File: config.mk
export PLATFORM = sky130hd
export DESIGN_NAME = gol_gen_buffer_flat
export DESIGN_NICKNAME = d
export VERILOG_FILES = /design/src/rtl/gol_gen_buffer_if.sv /design/src/rtl/gol_gen_buffer.sv /design/src/flat_wrapper.sv
export SDC_FILE = /design/constraint.sdc
export NUM_CORES = 1
export LEC_CHECK = 0
export ABC_AREA = 0
export BUFFER_PORTS_ARGS = -buffer_cell sky130_fd_sc_hd__buf_2
export CAP_MARGIN = 20
export CORE_MARGIN = 1.5
export CORE_UTILIZATION = 55
export CTS_BUF_LIST = sky130_fd_sc_hd__clkbuf_2
export CTS_CLUSTER_SIZE = 40
export DETAILED_ROUTE_END_ITERATION = 10
export PLACE_DENSITY = 0.77
export SETUP_SLACK_MARGIN = 0.2
export SKIP_LAST_GASP = 1
export SYNTH_ARGS = -nofsm -noshare
export SYNTH_HDL_FRONTEND = slang
export SYNTH_SLANG_ARGS = --single-unit
File: constraint.sdc
create_clock -name ph2 -period 2.92 [get_ports ph2]
set_clock_uncertainty 0.15 [all_clocks]
set_input_delay 0.146 -clock ph2 [delete_from_list [all_inputs] [get_ports ph2]]
set_output_delay 0.146 -clock ph2 [all_outputs]
set_load 0.01 [all_outputs]
File: src/rtl/gol_gen_buffer_if.sv
// Bundle of the generation-buffer signals shared between the cell-update
// datapath (master) and the double-buffered generation store (slave).
interface gol_gen_buffer_if #(
  parameter int WIDTH   = 8,
  parameter int REGBITS = 3,
  parameter int GENBITS = 16
);
  logic               load;
  logic               regwrite;
  logic [REGBITS-1:0] wa;
  logic [WIDTH-1:0]   wd;
  logic [REGBITS-1:0] ra;
  logic [WIDTH-1:0]   rd_up;
  logic [WIDTH-1:0]   rd;
  logic [WIDTH-1:0]   rd_dn;
  logic               swap_req;
  logic               swap_ack;
  logic               ready;
  logic [GENBITS-1:0] gen;
  logic               stable;
  logic               empty;

  modport master (
    output load, regwrite, wa, wd, ra, swap_req,
    input  rd_up, rd, rd_dn, swap_ack, ready, gen, stable, empty
  );

  modport slave (
    input  load, regwrite, wa, wd, ra, swap_req,
    output rd_up, rd, rd_dn, swap_ack, ready, gen, stable, empty
  );
endinterface

File: src/rtl/gol_gen_buffer.sv
// Double-buffered Game of Life generation store: toroidal three-row read
// window on the current bank, row-wise fill of the next bank, swap handshake.
module gol_gen_buffer #(
  parameter int WIDTH   = 8,
  parameter int REGBITS = 3,
  parameter int GENBITS = 16
) (
  input  logic              ph2,
  input  logic              reset,
  gol_gen_buffer_if.slave   bus
);
  localparam int ROWS = 1 << REGBITS;

  logic [1:0][ROWS-1:0][WIDTH-1:0] bank_q, bank_d;
  logic                            cur_q, cur_d;
  logic [ROWS-1:0]                 mask_q, mask_d;
  logic                            changed_q, changed_d;
  logic [GENBITS-1:0]              gen_q, gen_d;
  logic                            stable_q, stable_d;
  logic                            ack_q, ack_d;
  logic                            ready_s;
  logic                            swap_s;
  logic                            diff_s;
  logic [REGBITS-1:0]              ra_up_s;
  logic [REGBITS-1:0]              ra_dn_s;

  assign ready_s = &mask_q;
  assign swap_s  = bus.swap_req & ready_s;
  assign diff_s  = (bus.wd != bank_q[cur_q][bus.wa]);
  // Row arithmetic in REGBITS width gives the toroidal wrap for free.
  assign ra_up_s = bus.ra - REGBITS'(1);
  assign ra_dn_s = bus.ra + REGBITS'(1);

  assign bus.rd_up    = bank_q[cur_q][ra_up_s];
  assign bus.rd       = bank_q[cur_q][bus.ra];
  assign bus.rd_dn    = bank_q[cur_q][ra_dn_s];
  assign bus.ready    = ready_s;
  assign bus.empty    = ~|bank_q[cur_q];
  assign bus.swap_ack = ack_q;
  assign bus.gen      = gen_q;
  assign bus.stable   = stable_q;

  // Next-state: host load, next-bank write with change tracking, bank flip.
  always_comb begin
    bank_d    = bank_q;
    cur_d     = cur_q;
    mask_d    = mask_q;
    changed_d = changed_q;
    gen_d     = gen_q;
    stable_d  = stable_q;
    ack_d     = 1'b0;

    if (bus.load) begin
      bank_d[cur_q][bus.wa] = bus.wd;
      stable_d              = 1'b0;
    end else if (bus.regwrite) begin
      bank_d[~cur_q][bus.wa] = bus.wd;
      mask_d[bus.wa]         = 1'b1;
      changed_d              = changed_q | diff_s;
    end else begin
      changed_d = changed_q;
    end

    // The same-edge write's difference is already folded into changed_d.
    if (swap_s) begin
      cur_d     = ~cur_q;
      mask_d    = {ROWS{1'b0}};
      gen_d     = gen_q + GENBITS'(1);
      stable_d  = ~changed_d;
      changed_d = 1'b0;
      ack_d     = 1'b1;
    end else begin
      ack_d = 1'b0;
    end
  end

  // State registers with synchronous reset.
  always_ff @(posedge ph2) begin
    if (reset) begin
      bank_q    <= '0;
      cur_q     <= 1'b0;
      mask_q    <= {ROWS{1'b0}};
      changed_q <= 1'b0;
      gen_q     <= {GENBITS{1'b0}};
      stable_q  <= 1'b0;
      ack_q     <= 1'b0;
    end else begin
      bank_q    <= bank_d;
      cur_q     <= cur_d;
      mask_q    <= mask_d;
      changed_q <= changed_d;
      gen_q     <= gen_d;
      stable_q  <= stable_d;
      ack_q     <= ack_d;
    end
  end
endmodule

File: src/flat_wrapper.sv
// flat-port wrapper written by rule: the top's interface ports become plain ports
module gol_gen_buffer_flat 
#(
  parameter int WIDTH   = 8,
  parameter int REGBITS = 3,
  parameter int GENBITS = 16
)
  (ph2, reset, bus_load, bus_regwrite, bus_wa, bus_wd, bus_ra, bus_swap_req, bus_rd_up, bus_rd, bus_rd_dn, bus_swap_ack, bus_ready, bus_gen, bus_stable, bus_empty);
  gol_gen_buffer_if #(.WIDTH(WIDTH), .REGBITS(REGBITS), .GENBITS(GENBITS)) bus_i ();
  input  logic ph2;
  input  logic reset;
  input wire logic [$bits(bus_i.load)-1:0] bus_load;
  input wire logic [$bits(bus_i.regwrite)-1:0] bus_regwrite;
  input wire logic [$bits(bus_i.wa)-1:0] bus_wa;
  input wire logic [$bits(bus_i.wd)-1:0] bus_wd;
  input wire logic [$bits(bus_i.ra)-1:0] bus_ra;
  input wire logic [$bits(bus_i.swap_req)-1:0] bus_swap_req;
  output wire logic [$bits(bus_i.rd_up)-1:0] bus_rd_up;
  output wire logic [$bits(bus_i.rd)-1:0] bus_rd;
  output wire logic [$bits(bus_i.rd_dn)-1:0] bus_rd_dn;
  output wire logic [$bits(bus_i.swap_ack)-1:0] bus_swap_ack;
  output wire logic [$bits(bus_i.ready)-1:0] bus_ready;
  output wire logic [$bits(bus_i.gen)-1:0] bus_gen;
  output wire logic [$bits(bus_i.stable)-1:0] bus_stable;
  output wire logic [$bits(bus_i.empty)-1:0] bus_empty;
  assign bus_i.load = bus_load;
  assign bus_i.regwrite = bus_regwrite;
  assign bus_i.wa = bus_wa;
  assign bus_i.wd = bus_wd;
  assign bus_i.ra = bus_ra;
  assign bus_i.swap_req = bus_swap_req;
  assign bus_rd_up = bus_i.rd_up;
  assign bus_rd = bus_i.rd;
  assign bus_rd_dn = bus_i.rd_dn;
  assign bus_swap_ack = bus_i.swap_ack;
  assign bus_ready = bus_i.ready;
  assign bus_gen = bus_i.gen;
  assign bus_stable = bus_i.stable;
  assign bus_empty = bus_i.empty;
  gol_gen_buffer #(.WIDTH(WIDTH), .REGBITS(REGBITS), .GENBITS(GENBITS)) u_core (.ph2(ph2), .reset(reset), .bus(bus_i));
endmodule
* Word-level counts from Yosys, hierarchy flattened
Cells that the tools add are included.
** Storage, ports and cells
- Bits in registers :: 156
- Output and inout port bits :: 44
- Logic and storage cells :: 78
- Input port bits :: 19
** Cells by class
- Muxes and demuxes :: 27
- Bitwise operators :: 6
- Order comparisons :: 9
- Add/sub/neg operators :: 3
- Reduce and logical (&&, ||, !) cells :: 10
- Equality and inequality tests :: 1
** Operator list (count)
- $bwmux 128 :: 2
- $mux 128 :: 2
- $mux 64 :: 4
- $demux 64 s1 :: 2
- $bmux 8 s3 :: 4
- $reduce_or 64->1 :: 1
- $mux 8 :: 5
- $demux 8 s3 :: 1
- $add 16x1->16 const B :: 1
- $lt 3x4->1 const B :: 4
- $ne 8x8->1 :: 1
- $or 8x8->8 :: 1
- $reduce_and 8->1 :: 1
- $mux 1 :: 6
- $lt 1x2->1 const B :: 2
- $reduce_bool 2->1 :: 2
- $add 3x1->3 const B :: 1
- $demux 1 s3 :: 1
- $ge 3x1->1 const B :: 1
- $logic_and 1x1->1 :: 3
- $not 1->1 :: 3
- $sub 3x1->3 const B :: 1
- $ge 1x1->1 const B :: 2
- $reduce_and 2->1 :: 1
- 4 further kinds :: 4

* Depth between registers and ports, before layout
Gate-level depths: netlist of the first run.
- Depth after elaboration :: 10
- Gate-level depth with buffers :: 10
- Gate-level depth less buffers :: 7

* Least setup slack after synthesis of the first run
No wires, ideal clock.
- Kind :: input to output
- Start :: input port bus_ra[1]
- End :: output port bus_rd_up[0]
- Data arrival time :: 2578 ps
- Data required time :: 2624 ps
- Path buffers :: 2
- Stages :: 6
- Path slack :: 46 ps
- Cell sequence :: clkbuf_1 -> inv_1 -> buf_1 -> ha_1 -> xor2_1 -> mux4_2
** Between the ends
- Cells in the longest elaborated chain, start to end :: 3
** RTL lines
- from (decl) :: line flat_wrapper.sv:16 : input wire logic [$bits(bus_i.ra)-1:0] bus_ra;
- $sub 3x1->3 :: line gol_gen_buffer.sv:31 : assign ra_up_s = bus.ra - REGBITS'(1);
- $bmux 8 s3 :: line gol_gen_buffer.sv:34 : assign bus.rd_up = bank_q[cur_q][ra_up_s];
- $mux 8 (not written as such) :: line gol_gen_buffer.sv:34
- to (decl) :: line flat_wrapper.sv:18 : output wire logic [$bits(bus_i.rd_up)-1:0] bus_rd_up;
No other way between the ends. The select of a mux whose other input is x is not followed.

* Final worst setup path of the first run
- Start :: register u_core.cur_q
- End :: output port bus_empty
** Between the ends
- Cells in the longest elaborated chain, start to end :: 4
** RTL lines
- from (decl) :: line gol_gen_buffer.sv:15 : logic cur_q, cur_d;
- from (signal assigned) :: line gol_gen_buffer.sv:89 : cur_q <= cur_d;
- $mux 64 (not written as such) (2 in a row) :: line gol_gen_buffer.sv:38 : assign bus.empty = ~|bank_q[cur_q];
- $reduce_or 64->1 :: line gol_gen_buffer.sv:38
- $logic_not 1->1 :: line gol_gen_buffer.sv:38
- to (decl) :: line flat_wrapper.sv:25 : output wire logic [$bits(bus_i.empty)-1:0] bus_empty;
No other way between the ends. The select of a mux whose other input is x is not followed.

==> results of run 1 <==
-- worst max-delay path, stage by stage, from the launching register on --
cell,delay [ns]
dfxtp_4,0.47
buf_12,0.15
buf_6,0.10
buf_12,0.10
mux2i_4,0.26
nand4_1,0.14
nor4_2,0.29
buf_4,0.16
nand4_1,0.11
nor2_2,0.14
buf_2,0.14
-- routing by layer --
layer / vias up / GRT usage [%]
met5: - / 2.34
met1: 4459 / 49.4
li1: 4091 / -
met4: 4 / 15.7
met3: 165 / 13.5
met2: 810 / 54.5
-- state kept, by name (all words and copies together), names as in the netlist --
register             count
u_core.bank_q          128
u_core.bus.swap_ack      1
u_core.bus.gen          16
u_core.changed_q         1
u_core.bus.stable        1
u_core.cur_q             1
u_core.mask_q            8
-- worst max path at each step --
stage | start | endpoint | depth (start not counted) | slack, ns
after global placement | u_core.cur_q$_SDFFE_PP0P_ | u_core.changed_q$_SDFF_PP0_ | 9 | 0.02
after floorplan | bus_ra[1] | bus_rd_up[0] | 6 | 0.30
after CTS | u_core.cur_q$_SDFFE_PP0P_ | bus_empty | 8 | -0.21
final | u_core.cur_q$_SDFFE_PP0P_ | bus_empty | 10 | -0.22
after detailed placement | u_core.cur_q$_SDFFE_PP0P_ | u_core.changed_q$_SDFF_PP0_ | 9 | -0.02
after global routing | u_core.cur_q$_SDFFE_PP0P_ | bus_empty | 10 | -0.33
-- repair_timing --
| action | in CTS | in global routing |
|---|---|---|
| buffers inserted | 19 | 14 |
| endpoints found under the setup margin | 91 | 29 |
| hold endpoints to repair | 156 | 0 |
| gates resized for setup | 67 | 39 |
| hold buffers | 17 | 0 |
| gates cloned | 1 | 2 |
| pin swaps | 6 | 11 |
-- power by group through the flow --
stage                     clock [mW]  sequential [mW]  combinational [mW]
after floorplan                    0             2.19               0.252
after global placement             0             2.19               0.377
after detailed placement           0             2.19               0.381
after CTS                       1.34             2.15               0.406
after global routing            1.43             2.15               0.444
final                           1.33             2.15               0.427
-- placed cells by master (no fill, tap or decap), types with 26 or more instances in the layout --
cell type / Yosys / layout
mux2i_1: 73 / 42
nand2_1: 172 / 170
nor2_1: 67 / 65
buf_2: 15 / 52
a21oi_1: 150 / 149
buf_4: 1 / 46
dfxtp_1: 156 / 155
o22ai_1: 29 / 26
nand3_1: 134 / 133
mux4_2: 51 / 51
-- per-stage QoR --
step                power (mW)  area (sq um)
floorplan                 2.44          9090
global placement          2.56          9620
detailed placement        2.57          9620
CTS                       3.89         10600
global route              4.03         11000
finish                    3.91         11000
-- area by class of cell --
cell class                 instances  area, sq um  area share, %
clock inverter                    11          169           1.53
timing repair buffer             151         1350           12.2
multi-input combinational        824         5980           54.4
antenna                            1         2.50         0.0227
inverter                           4         15.0          0.136
tap                              216          270           2.46
clock buffer                      19         95.1          0.864
sequential                       156         3130           28.4
-- kinds of logic after synthesis --
family	Yosys count
AND/OR/NAND/NOR	454
AO/OA/AOI/OAI	206
flip-flops	156
multiplexers	137
buffers and inverters	74
XOR/XNOR	24
adder cells (fa/ha/maj)	3
==> results by group, run 1 <==
CTS
  – Number of H-tree levels: 4
  – Max Root-Sink Buffers: 2
  – Sink Count: 156
  – Reg clk slew, reported paths: about 0.22 ns
  – CTS tree: built
  – CTS buffer count: 17
  – Clk_lat worst skew: just under 0.8 ns
  – Clock root cell: clkbuf_2

Timing
  – RSZ-0062 raised after global routing: yes
  – Final Slew Violations: 0
  – Fmax: 318 MHz
  – Total Neg Setup Slack: -3.36 ns
  – Final worst slack: -0.223 ns
  – Final min period: 3.14 ns
  – Worst-margin pin slew: 0.895 ns
  – # setup viols final: 25
  – Period utilisation layout: 108%
  – Slew margin rel.: 39.2%
  – Final hold violations: 0
  – Tightest hold margin: about 0.17 ns

Yosys
  – Sequential share of the synthesized area: 34.4%
  – Largest family of logic cells by synthesized area: simple AND/OR/NAND/NOR gates
  – Synth Net Count: 1076
  – Avg Cell Area, Syn: about 8.6 sq um
  – Ys flop type: dfxtp_1
  – Register bit total from synthesis: about 160
  – XOR/XNOR share of the synthesized area: 2.31%
  – Post-synth cell types: 51
  – Post-synth top area share: about a third
  – Post-Syn Area: roughly 9000 sq um
  – Synth top cells by count: nand2_1 (172), dfxtp_1 (156), a21oi_1 (150), nand3_1 (134), mux2i_1 (73)
  – Post-synth EDFFs: 0
  – Complex-gate fraction of the synthesized area: 12.2%
  – Top-count cell post-synth: nand2_1
  – Simple-gate share of the synthesized area: 23.6%
  – Multiplexer area fraction after synthesis: 22.9%
  – Synthesis warning total: 0
  – Gate Count Post-Synth: around 1100
  – Post-synthesis adder-cell area fraction: 0.413%
  – Ys async rst share: 0%
  – Largest area contributor in the netlist: dfxtp_1
  – Synth area leaders: dfxtp_1 (34%), mux4_2 (13%), a21oi_1 (8.3%)

Cells and area
  – Util after Layout: 68.8%
  – Share of layout cells above drive strength 1: 24.8%
  – Final non-filler cell total: 1382
  – Post-layout net count: between 1000 and 1500
  – Layout area overhead: 21.2%
  – Filler Cell Count: 1296

Run status
  – Outcome: finished with violations
  – Failing checks: setup timing

Die
  – Die Wd: about 130 um
  – Initial Utilization: 56.8%
  – Num rows: 46
  – I/O pin count: 63
  – Die Ht: 132 um
  – Core area: 16000 sq um
  – DIE AREA: 17300 sq um

Power
  – Power Dens Cells: 355 nW/um^2
  – Clock power share: 34.1%
  – Peak supply drop: 0.229 mV
  – Sequential share of power: a little over half
  – Switching Fraction: around 27%
  – NetSw: 1.07 mW
  – Internal power: 2.84 mW
  – Combinational Power Share: 10.9%
  – Leakage: 3.61 nW

Run
  – Max cap viols: 0

Drt
  – DRC: 0
  – Metal3 WL: 5110 um
  – Vias post-DR: 9529
  – WL met2: roughly 14000 um
  – Top routing layer in use: met5
  – Wirelength per Cell: 24.1 um
  – Router iterations before antenna repair: 6
  – Post-route ant nets: 0
  – WL met1: 12400 um
  – Routed vias/inst: 6.90
  – Starting DRT DRC Count: ~1400
  – Total Wirelength: 33300 um

Worst setup path
  – Worst Setup End Kind: primary output
  – FF-to-FF Start: u_core.cur_q$_SDFFE_PP0P_
  – R2R cell count: 11
  – CP startpoint kind: flop
  – R2R setup slack: roughly 0.13 ns
  – Max FO, Critical Path: 5
  – CP Data Required Time: 2.62 ns
  – Crit Path Class: flop to primary output
  – Reg2Reg Capture Point: u_core.changed_q$_SDFF_PP0_
  – Worst path arrival time: 2.85 ns

Placed design
  – Final Wtd Congestion: between 1 and 1.5
  – Post-Place Worst Slack: -0.0164 ns
  – # placed instances: 1298
  – Port Buf Inserts: 62
  – Dpl hpwl: 22600 um

GRT
  – GR Util All Layers: a little under two fifths
  – First-pass GRT wire length: 49100 um
  – Vias in the first global route: 8371
  – Largest net degree at the start of global routing: 60
  – Total gr overflow: 0
  – Initial antenna violation count: 2

Min path
  – Worst hold start: bus_swap_req
  – Hold Crit Depth: 4
  – Hold endpoint: u_core.bus.swap_ack$_SDFF_PP0_
  – Class of the worst hold path: input port to flop
(Power assumes the default switching activity.)
==> run 2: changes to the inputs <==
--- a/config.mk
+++ b/config.mk
@@ -8,12 +8,14 @@
 export ABC_AREA = 0
 export BUFFER_PORTS_ARGS = -buffer_cell sky130_fd_sc_hd__buf_2
 export CAP_MARGIN = 20
+export CELL_PAD_IN_SITES_DETAIL_PLACEMENT = 0
+export CELL_PAD_IN_SITES_GLOBAL_PLACEMENT = 2
 export CORE_MARGIN = 1.5
-export CORE_UTILIZATION = 55
+export CORE_UTILIZATION = 35
 export CTS_BUF_LIST = sky130_fd_sc_hd__clkbuf_2
 export CTS_CLUSTER_SIZE = 40
 export DETAILED_ROUTE_END_ITERATION = 10
-export PLACE_DENSITY = 0.77
+export PLACE_DENSITY_LB_ADDON = 0.1
 export SETUP_SLACK_MARGIN = 0.2
 export SKIP_LAST_GASP = 1
 export SYNTH_ARGS = -nofsm -noshare
==> constraint.sdc (replaced) <==
create_clock -name ph2 -period 2.92 [get_ports ph2]
set_clock_uncertainty 0.15 [all_clocks]
set_input_delay 0.146 -clock ph2 [delete_from_list [all_inputs] [get_ports ph2]]
set_output_delay 0.146 -clock ph2 [all_outputs]
set_load 0.02 [all_outputs]
==> run 2 against run 1 <==
Effect of this change: total power is 2.5% higher; clock-buffer cell count is the same; largest cell class unchanged; hold slack worse by 0.043 ns; sequential share of layout area fell by 0.79 points; via count decreased by 4.6%; combinational power increased by 14%; first-iteration DRC count shrank 41%; the run still ends with setup timing left.
==> results by group, run 2 (synthesized netlist as in run 1, its figures left out) <==
Cells and area
  – Biggest register: u_core.bank_q
  – Commonest cells after routing, fill and taps aside: nand2_1 (171), dfxtp_1 (155), a21oi_1 (146)
  – Util after Layout: 44.7% (-24 points)
  – Most common cell after layout, fill and taps aside: nand2_1
  – Post-layout net count: 1194 (+1.5%)
  – Max reg flops: 128 (unchanged)
  – Share of layout cells above drive strength 1: 25.9% (+1.1 points)
  – Layout area overhead: 24.7%
  – Post-route cell area: 11300 sq um (+2.9%)

Worst setup path
  – Max FO, Critical Path: 7 (+2)
  – Worst path arrival time: 2.75 ns (-0.10 ns)
  – Worst Setup End Kind: primary output
  – CP Data Required Time: 2.62 ns (about the same)
  – Reg2Reg Capture Point: u_core.changed_q$_SDFF_PP0_
  – CP startpoint kind: flop
  – Crit Path Class: flop to primary output
  – R2R setup slack: 0.30 ns (+0.17 ns)
  – FF-to-FF Start: u_core.cur_q$_SDFFE_PP0P_
  – R2R cell count: 10 (-1)

Drt
  – Starting DRT DRC Count: 823 (-41%)
  – Routed vias/inst: 6.00 (-13%)
  – Post-route ant nets: 0 (unchanged)
  – Vias post-DR: 9093 (-4.6%)
  – Router iterations before antenna repair: 7 (+1)
  – Total Wirelength: 39500 um (+19%)
  – DRC: 0 (unchanged)
  – Wirelength per Cell: 26.1 um (+8.3%)

CTS
  – Clk_lat worst skew: 0.77 ns (about the same)
  – Number of H-tree levels: 4 (unchanged)
  – CTS buffer count: 17 (unchanged)
  – Sink Count: 156 (unchanged)
  – CTS tree: built
  – Max Root-Sink Buffers: 2 (unchanged)
  – Reg clk slew, reported paths: 0.28 ns (+0.06 ns)
  – Clock root cell: clkbuf_2

Die
  – DIE AREA: 26900 sq um (+56%)
  – Core area: 25300 sq um (+58%)
  – Die Ht: 164 um (+25%)
  – Num rows: 58 (+26%)
  – Initial Utilization: 35.9% (-21 points)
  – I/O pin count: 63 (unchanged)
  – Die Wd: 164 um (+25%)

Timing
  – Worst-margin pin slew: 0.666 ns (-0.228 ns)
  – Period utilisation layout: 104% (-3.2 points)
  – Final min period: 3.05 ns (-0.0947 ns)
  – Tightest hold margin: 0.131 ns (-0.0433 ns)
  – Final hold violations: 0 (unchanged)
  – Fmax: 328 MHz (+3.1%)
  – Slew margin rel.: 55.6% (+16 points)
  – RSZ-0062 raised after global routing: yes
  – Final Slew Violations: 0 (unchanged)
  – Final worst slack: -0.129 ns (+0.0947 ns)
  – # setup viols final: 21 (-16%)

Run status
  – Failing checks: setup timing
  – Outcome: finished with violations

GRT
  – Vias in the first global route: 8476 (+1.3%)
  – GR Util All Layers: 30.0% (-7.3 points)
  – Largest net degree at the start of global routing: 59 (-1.7%)
  – Total gr overflow: 0 (unchanged)
  – First-pass GRT wire length: 57600 um (+17%)
  – Initial antenna violation count: 1 (-1)

Min path
  – Hold Crit Depth: 3 (-1)
  – Worst hold start: reset
  – Hold endpoint: u_core.bank_q[80]$_SDFFE_PP0P_
  – Class of the worst hold path: input port to flop

Power
  – Leakage: 3.70 nW (+2.7%)
  – Power Dens Cells: 354 nW/um^2 (-0.38%)
  – Design Power: 4.00 mW (+2.5%)
  – Peak supply drop: 0.226 mV (-1.6%)

Placed design
  – Port Buf Inserts: 62 (unchanged)
  – Dpl hpwl: 28800 um (+27%)
  – Post-Place Worst Slack: 0.247 ns (+0.263 ns)
  – Final Wtd Congestion: 0.965 (-6.6%)
  – Area post-placement: 9920 sq um (+3.1%)

Run
  – Max cap viols: 0 (unchanged)
[run 2: changes by cell type in the layout (fill, tap and decap cells not counted), moves of 3 or more]
| cell | previous run | this run |
|---|---|---|
| o22ai_2 | 3 | 0 |
| buf_2 | 52 | 37 |
| mux2i_4 | 23 | 20 |
| buf_6 | 21 | 28 |
| o22ai_1 | 26 | 29 |
| buf_4 | 46 | 72 |
| a21oi_1 | 149 | 146 |
| o21ai_1 | 3 | 6 |
| nor2_1 | 65 | 61 |
| o21ai_0 | 11 | 8 |
[run 2: area by class of cell]
type	count	area, sq um
fillers	2509	14000
multi-input cells	824	5970
flip-flops and latches	156	3130
repair buffers	169	1540
well taps	330	413
clock inverters	13	160
clock buffers	19	95.1
inverters	4	15.0
diodes	1	2.50
[run 2: how the worst max path moves through the flow]
stage                     slack [ns]           end                 startpoint  cells past startpoint
after floorplan                 0.26  bus_rd_up[0]                  bus_ra[1]                      6
after global placement          0.36     bus_empty  u_core.cur_q$_SDFFE_PP0P_                      7
after detailed placement        0.25     bus_empty  u_core.cur_q$_SDFFE_PP0P_                      7
after CTS                      -0.16     bus_empty  u_core.cur_q$_SDFFE_PP0P_                      8
after global routing           -0.28     bus_empty  u_core.cur_q$_SDFFE_PP0P_                      8
final                          -0.13  bus_rd_dn[7]  u_core.cur_q$_SDFFE_PP0P_                      7
[run 2: per-stage QoR]
step,TNS [ns],cells
2_1_floorplan,0,1054
3_3_place_gp,0,1431
3_5_place_dp,0,1431
4_1_cts,-2.41,1510
5_1_grt,-4.38,1516
6_report,-1.54,1516
[run 2: power breakdown]
group | total, mW | leakage [nW] | internal (mW) | switching (mW)
sequential | 2.15 | 1.26 | 2.14 | 0.00726
combinational | 0.486 | 2.29 | 0.163 | 0.323
clock | 1.37 | 0.158 | 0.429 | 0.939
total | 4.00 | 3.70 | 2.74 | 1.27
[run 2: critical path: stages (launching register included)]
cell and delay [ns]:
dfxtp_4 0.46, buf_12 0.16, buf_12 0.15, mux2i_1 0.31
buf_4 0.20, a21oi_1 0.09, mux4_2 0.49, buf_6 0.15
[run 2: what timing repair did]
item,in CTS,in global routing
gates cloned,5,0
hold buffers,17,0
setup endpoints to repair,25,26
pin swaps,12,11
hold endpoints to repair,156,0
buffers inserted,25,5
gates resized for setup,116,29
[run 2: metal layers]
layer / up-vias / global-route usage, % / part of all wire [%]
li1: 4127 / - / -
met1: 4465 / 41.2 / 45
met2: 419 / 45.5 / 44
met3: 82 / 7.75 / 8.3
met4: 0 / 9.92 / 3.3
met5: - / 0 / 0
